### src/rtl/bin32_to_bcd_conv.sv
// bin32_to_bcd_conv: sequential 32-bit binary to 8-digit packed BCD converter.
// Double dabble, one operand bit per clock; fixed 33-clock latency from the
// accepting edge to the done pulse. Result is held until the next DONE.
// Optional build macro: BCD_SATURATE_EN -- force bcd to 0x99999999 on overflow.
module bin32_to_bcd_conv (
    input  logic        clk,
    input  logic        rst_n,
    input  logic        start,
    input  logic [31:0] bin,
    output logic        busy,
    output logic        done,
    output logic [31:0] bcd,
    output logic        overflow
);

    localparam logic [1:0] ST_IDLE = 2'd0;
    localparam logic [1:0] ST_CONV = 2'd1;
    localparam logic [1:0] ST_DONE = 2'd2;

    logic [1:0]  state;
    logic [31:0] shreg;
    logic [39:0] scratch;
    logic [39:0] scratch_adj;
    logic [5:0]  bit_cnt;
    logic        ovf_next;
    logic [31:0] bcd_next;

    // Add 3 to every scratch digit that is 5 or more, all digits in parallel
    always_comb begin
        scratch_adj = scratch;
        for (int unsigned i = 0; i < 10; i++) begin
            if (scratch[4*i +: 4] >= 4'd5) begin
                scratch_adj[4*i +: 4] = scratch[4*i +: 4] + 4'd3;
            end
        end
    end

    // Result presented in DONE: the upper two digits only feed the overflow flag
    always_comb begin
        ovf_next = (scratch[39:32] != '0);
`ifdef BCD_SATURATE_EN
        bcd_next = ovf_next ? 32'h9999_9999 : scratch[31:0];
`else
        bcd_next = scratch[31:0];
`endif
    end

    // Conversion FSM: capture, 32 adjust-then-shift steps, publish result
    always_ff @(posedge clk or negedge rst_n) begin
        if (!rst_n) begin
            state    <= ST_IDLE;
            shreg    <= '0;
            scratch  <= '0;
            bit_cnt  <= '0;
            busy     <= 1'b0;
            done     <= 1'b0;
            bcd      <= '0;
            overflow <= 1'b0;
        end else begin
            done <= 1'b0;
            case (state)
                ST_IDLE: begin
                    if (start) begin
                        shreg   <= bin;
                        scratch <= '0;
                        bit_cnt <= '0;
                        busy    <= 1'b1;
                        state   <= ST_CONV;
                    end
                end
                ST_CONV: begin
                    scratch <= {scratch_adj[38:0], shreg[31]};
                    shreg   <= {shreg[30:0], 1'b0};
                    bit_cnt <= bit_cnt + 6'd1;
                    if (bit_cnt == 6'd31) begin
                        state <= ST_DONE;
                    end
                end
                ST_DONE: begin
                    bcd      <= bcd_next;
                    overflow <= ovf_next;
                    done     <= 1'b1;
                    busy     <= 1'b0;
                    state    <= ST_IDLE;
                end
                default: begin
                    state <= ST_IDLE;
                    busy  <= 1'b0;
                end
            endcase
        end
    end

endmodule

### config.mk
export PLATFORM = sky130hd
export DESIGN_NAME = bin32_to_bcd_conv
export DESIGN_NICKNAME = d
export VERILOG_FILES = /design/src/rtl/bin32_to_bcd_conv.sv
export SDC_FILE = /design/constraint.sdc
export NUM_CORES = 1
export LEC_CHECK = 0
export ABC_AREA = 1
export ABC_CLOCK_PERIOD_IN_PS = 1800
export CORE_MARGIN = 1.5
export CORE_UTILIZATION = 60
export DETAILED_ROUTE_END_ITERATION = 8
export DONT_BUFFER_PORTS = 1
export PLACE_DENSITY = 0.8
export RECOVER_POWER = 25
export SYNTH_ARGS = -nofsm -noshare
export SYNTH_HDL_FRONTEND = slang
export SYNTH_SLANG_ARGS = --single-unit
### constraint.sdc
create_clock -name clk -period 1.8 [get_ports clk]
set_clock_uncertainty 0.05 [all_clocks]
set_input_delay 0.36 -clock clk [delete_from_list [all_inputs] [get_ports clk]]
set_output_delay 0.36 -clock clk [all_outputs]
set_load 0.02 [all_outputs]
==> results.md <==
Critical path:
- Data on the critical path arrives at its endpoint at 1.87 ns.
- The critical path launch point type is a register.
- The worst path buffer plus inverter count is 2.
- The slowest stage of the critical path belongs to the cell sky130_fd_sc_hd__dfrtp_1.
- The cell that appears most often on the critical path is sky130_fd_sc_hd__o21ai_0.
- The worst-path maximum fanout is 30.
- In this design, the stage delay of the slowest critical-path cell is 0.41 ns.
- Grouping stages by cell kind, the critical path spends the most delay in buffers and inverters.
- Walking the worst path, the cells encountered are inv_2 > nand2_1 > nand2_2 > buf_4 > o21ai_0 > o21ai_0.
- The critical path class is register to register.
- The required arrival time at the worst endpoint is 2.17 ns.
- STA classifies the critical path endpoint as a register.

Cells and area:
- The sequential cells in the finished layout cover a total of 0.00288 mm^2.
- The count of nets after finishing is 758.
- After the flow finishes, the layout carries non-filler instances totaling 824.
- 0 antenna diodes ended up in the layout.
- The area growth from synthesis to layout is 12.4%.
- The area occupied by multi-input gates is 0.00241 mm^2.
- The filler cell count in the final layout is 722.
- In the final layout, the share of cells above drive strength 1 is 6.31%.

Power:
- The internal power is 7200 uW.
- Net switching is 41.8% of the power.
- Of the total power, registers draw 40.4%.
- In this run the power density over the cells is 1960 mW/mm^2.
- VDD sags by at most 1.38 mV.
- For this design the total switching power over the nets is 5170 uW.
- The share of total power in combinational logic is 34.6%.
- Total power for the finished layout comes to 12400 uW.
- The clock network is responsible for 25.0% of the overall power.
- The leakage power is 0.00310 uW.

GRT:
- The number of antenna violations at the first check in global routing was 0.
- The first global-routing pass estimated 20000 um of wire.
- The via count of the first global-routing pass is 4611.
- The total congestion overflow after global routing is 0.
- The largest net degree at the start of global routing is 116.
- The total routing resource utilization after global routing is 25.1%.

Placement:
- The total half-perimeter wirelength after legalization and detailed placement is 7430 um.
- The congestion estimate from routability-driven global placement came to 0.876.
- The cell count after placement is 787.
- Buffers placed on the I/O ports in this run total 0.

Job:
- The count of maximum capacitance violations is 0.

Status:
- The flow ran to the end, but the final reports show violations.
- The final reports fail on negative hold slack.

Synthesis:
- After synthesis the cells add up to 0.00562 mm^2.
- The share of synthesized area in the top cell type comes to 51.2%.
- Synthesis handed over a netlist of 694 instances.
- In the post-synthesis netlist, the biggest area contributors are sky130_fd_sc_hd__dfrtp_1, sky130_fd_sc_hd__nand2_1, sky130_fd_sc_hd__o21ai_0.
- In this run the mean area of a mapped cell was 8.10 um^2.
- Synthesis produced a netlist with a net count of 752.
- For this run, asynchronously set or reset flops after synthesis account for 100%.
- The commonest cells after synthesis are sky130_fd_sc_hd__nand2_1, sky130_fd_sc_hd__dfrtp_1, sky130_fd_sc_hd__o21ai_0, sky130_fd_sc_hd__nand3_1, sky130_fd_sc_hd__inv_1.
- The synthesized netlist contains 21 unique library cells.
- The synthesized design spends more area on one cell type than any other, namely sky130_fd_sc_hd__dfrtp_1.
- Synthesis inferred 115 register bits.
- Counting flops with a built-in enable in the synthesized netlist gives 0.
- The count of yosys warnings during synthesis is 0.
- Among all flip-flop cells after synthesis, the most frequent one is sky130_fd_sc_hd__dfrtp_1.
- The portion of the post-synthesis area used by sequential elements is 51.2%.
- By instance count, the leading cell after synthesis is sky130_fd_sc_hd__nand2_1.

Timing:
- At the pin with the least slew margin, the transition time is 0.517 ns.
- Setup violations remaining at the end of the flow were counted as 0.
- The clock period minus final worst setup slack is 1.50 ns.
- The final hold violation count is 115.
- The headroom to the max-slew limit is 65.5%.
- Of the available clock period, the critical path in the final layout requires 83.2%.
- The max-slew violation count is 0.
- The maximum clock frequency is 668 MHz.
- The final hold slack is -0.512 ns.
- The setup total negative slack is 0 ns.
- Setup repair after global routing left no endpoint under its margin.

Detailed routing:
- After detailed routing, the number of vias per cell comes to 5.69.
- The total DRC errors in the routed layout is 0.
- After detailed routing, the average wire length per cell comes to 14.0 um.
- Wires add up to 11600 um.
- For this block, the initial DRC count from the detailed router was 261.
- For this run, the detailed router's first-pass iteration total came to 4.
- The final route contains 4692 vias.
- In this run the remaining antenna-violating nets after routing total 0.

Die:
- The floorplan step defined a die boundary enclosing 0.00996 mm^2.
- The die extent in x is 99.8 um.
- Measured along the y axis, the die boundary spans 99.8 um.
- Once the floorplan was initialized, standard cells occupied 61.4% of the core.
- The standard-cell row count is 35.
- 70 I/O pins were placed.
- The placeable core region is 0.00915 mm^2.

Clock tree:
- The number of clock buffers added by TritonCTS is 17.
- The CTS tree is yes.
- Counting every sink on the clock net gives 115.
- The number of setup buffers added after CTS is 0.
- The level count of the clock H-tree is 4.
- Once the clock tree was built, the resizer swapped 0 gates to a different size.
- Hold repair after CTS inserted 5 buffers.
- Clock-pin slew was measured on the worst setup and hold paths at 0.06 ns.
- In this run the clock root is driven by a sky130_fd_sc_hd__clkbuf_8.
- The longest clock path from root to sink contains 2 buffers.
- The later pin in the worst-skew pair is clocked with a latency of 0.51 ns.

Hold path:
- The worst hold path belongs to the class input port to async pin.
cells in the final DEF, fill, tap and decap left out, types with 5 or more instances in the layout:
cell type | netlist | final
sky130_fd_sc_hd__buf_4 | 4 | 9
sky130_fd_sc_hd__clkbuf_16 | 0 | 16
sky130_fd_sc_hd__clkinv_2 | 0 | 6
sky130_fd_sc_hd__dfrtp_1 | 115 | 115
sky130_fd_sc_hd__dlygate4sd3_1 | 0 | 5
sky130_fd_sc_hd__ha_1 | 23 | 23
sky130_fd_sc_hd__inv_1 | 55 | 54
sky130_fd_sc_hd__nand2_1 | 197 | 197
sky130_fd_sc_hd__nand3_1 | 56 | 56
sky130_fd_sc_hd__nand4_1 | 21 | 21
sky130_fd_sc_hd__nor2_1 | 53 | 52
sky130_fd_sc_hd__o21ai_0 | 105 | 105
sky130_fd_sc_hd__o21ai_1 | 19 | 19
sky130_fd_sc_hd__o21bai_1 | 9 | 9
flip-flops by register name, indices dropped and copies added, names as in the netlist:
signal and cells:
scratch 40, state 2, overflow 1, busy 1, bit_cnt 6, shreg 32
done 1, bcd 32
final timing paths:
path                                  startpoint                       to  slack (ns)  cells after the start
max                         state[1]$_DFFE_PN0P_    shreg[31]$_DFFE_PN0P_        0.30                      6
min reg2reg                shreg[31]$_DFFE_PN0P_   scratch[0]$_DFFE_PN0P_        0.44                      2
min in group clk                         bin[13]    shreg[13]$_DFFE_PN0P_        0.01                      2
min                                        rst_n  scratch[15]$_DFFE_PN0P_       -0.51                      0
max in group asynchronous                  rst_n    shreg[29]$_DFFE_PN0P_        2.07                      0
max reg2reg                 state[1]$_DFFE_PN0P_    shreg[31]$_DFFE_PN0P_        0.30                      6
final cells by class:
cell class | instances | share of cell area (%)
Multi-Input combinational cell | 494 | 38.1
Timing Repair Buffer | 15 | 2.18
Clock inverter | 11 | 1.78
Sequential cell | 115 | 45.5
Inverter | 57 | 3.39
Tap cell | 111 | 2.20
Clock buffer | 21 | 6.79
kinds of logic (layout without fill, tap and decap cells):
kind of cell,Yosys count,in the layout,share of synthesized area [%]
and+or+nand+nor,331,331,24.4
buffers and inverters,85,104,6.23
AOI/OAI and AO/OA,140,140,13.0
adders and majority gates,23,23,5.12
DFF,115,115,51.2
per-layer routing:
layer / GRT usage [%] / share of wire, % / up-vias / wire length [um]
met1: 29.7 / 43 / 2222 / 4970
met5: 0 / 0 / - / 0
li1: - / - / 2297 / -
met4: 13.3 / 1.9 / 0 / 223
met2: 42.7 / 49 / 153 / 5640
met3: 5.92 / 6.3 / 20 / 733
power by group through the flow:
stage                     Sequential, uW  Combinational (uW)  Clock, uW
final                               4990                4290       3090
after global routing                5140                5000       3240
after CTS                           4990                4300       3140
after detailed placement            5020                4250          0
after global placement              4970                4020          0
after floorplan                     4800                3380          0
through the flow:
| step | area (um^2) | setup slack (ns) | hold slack (ns) | utilization [%] |
|---|---|---|---|---|
| 3_3_place_gp | 5730 | 0.347 | 0.0175 | 62.6 |
| 4_1_cts | 6320 | 0.293 | -0.524 | 69.0 |
| 3_5_place_dp | 5730 | 0.301 | 0.0169 | 62.6 |
| 5_1_grt | 6320 | 0.148 | -0.531 | 69.0 |
| 2_1_floorplan | 5620 | 0.541 | 0.0144 | - |
| 6_report | 6320 | 0.303 | -0.512 | 69.0 |
Note: power is estimated with default switching activity, not from simulation.
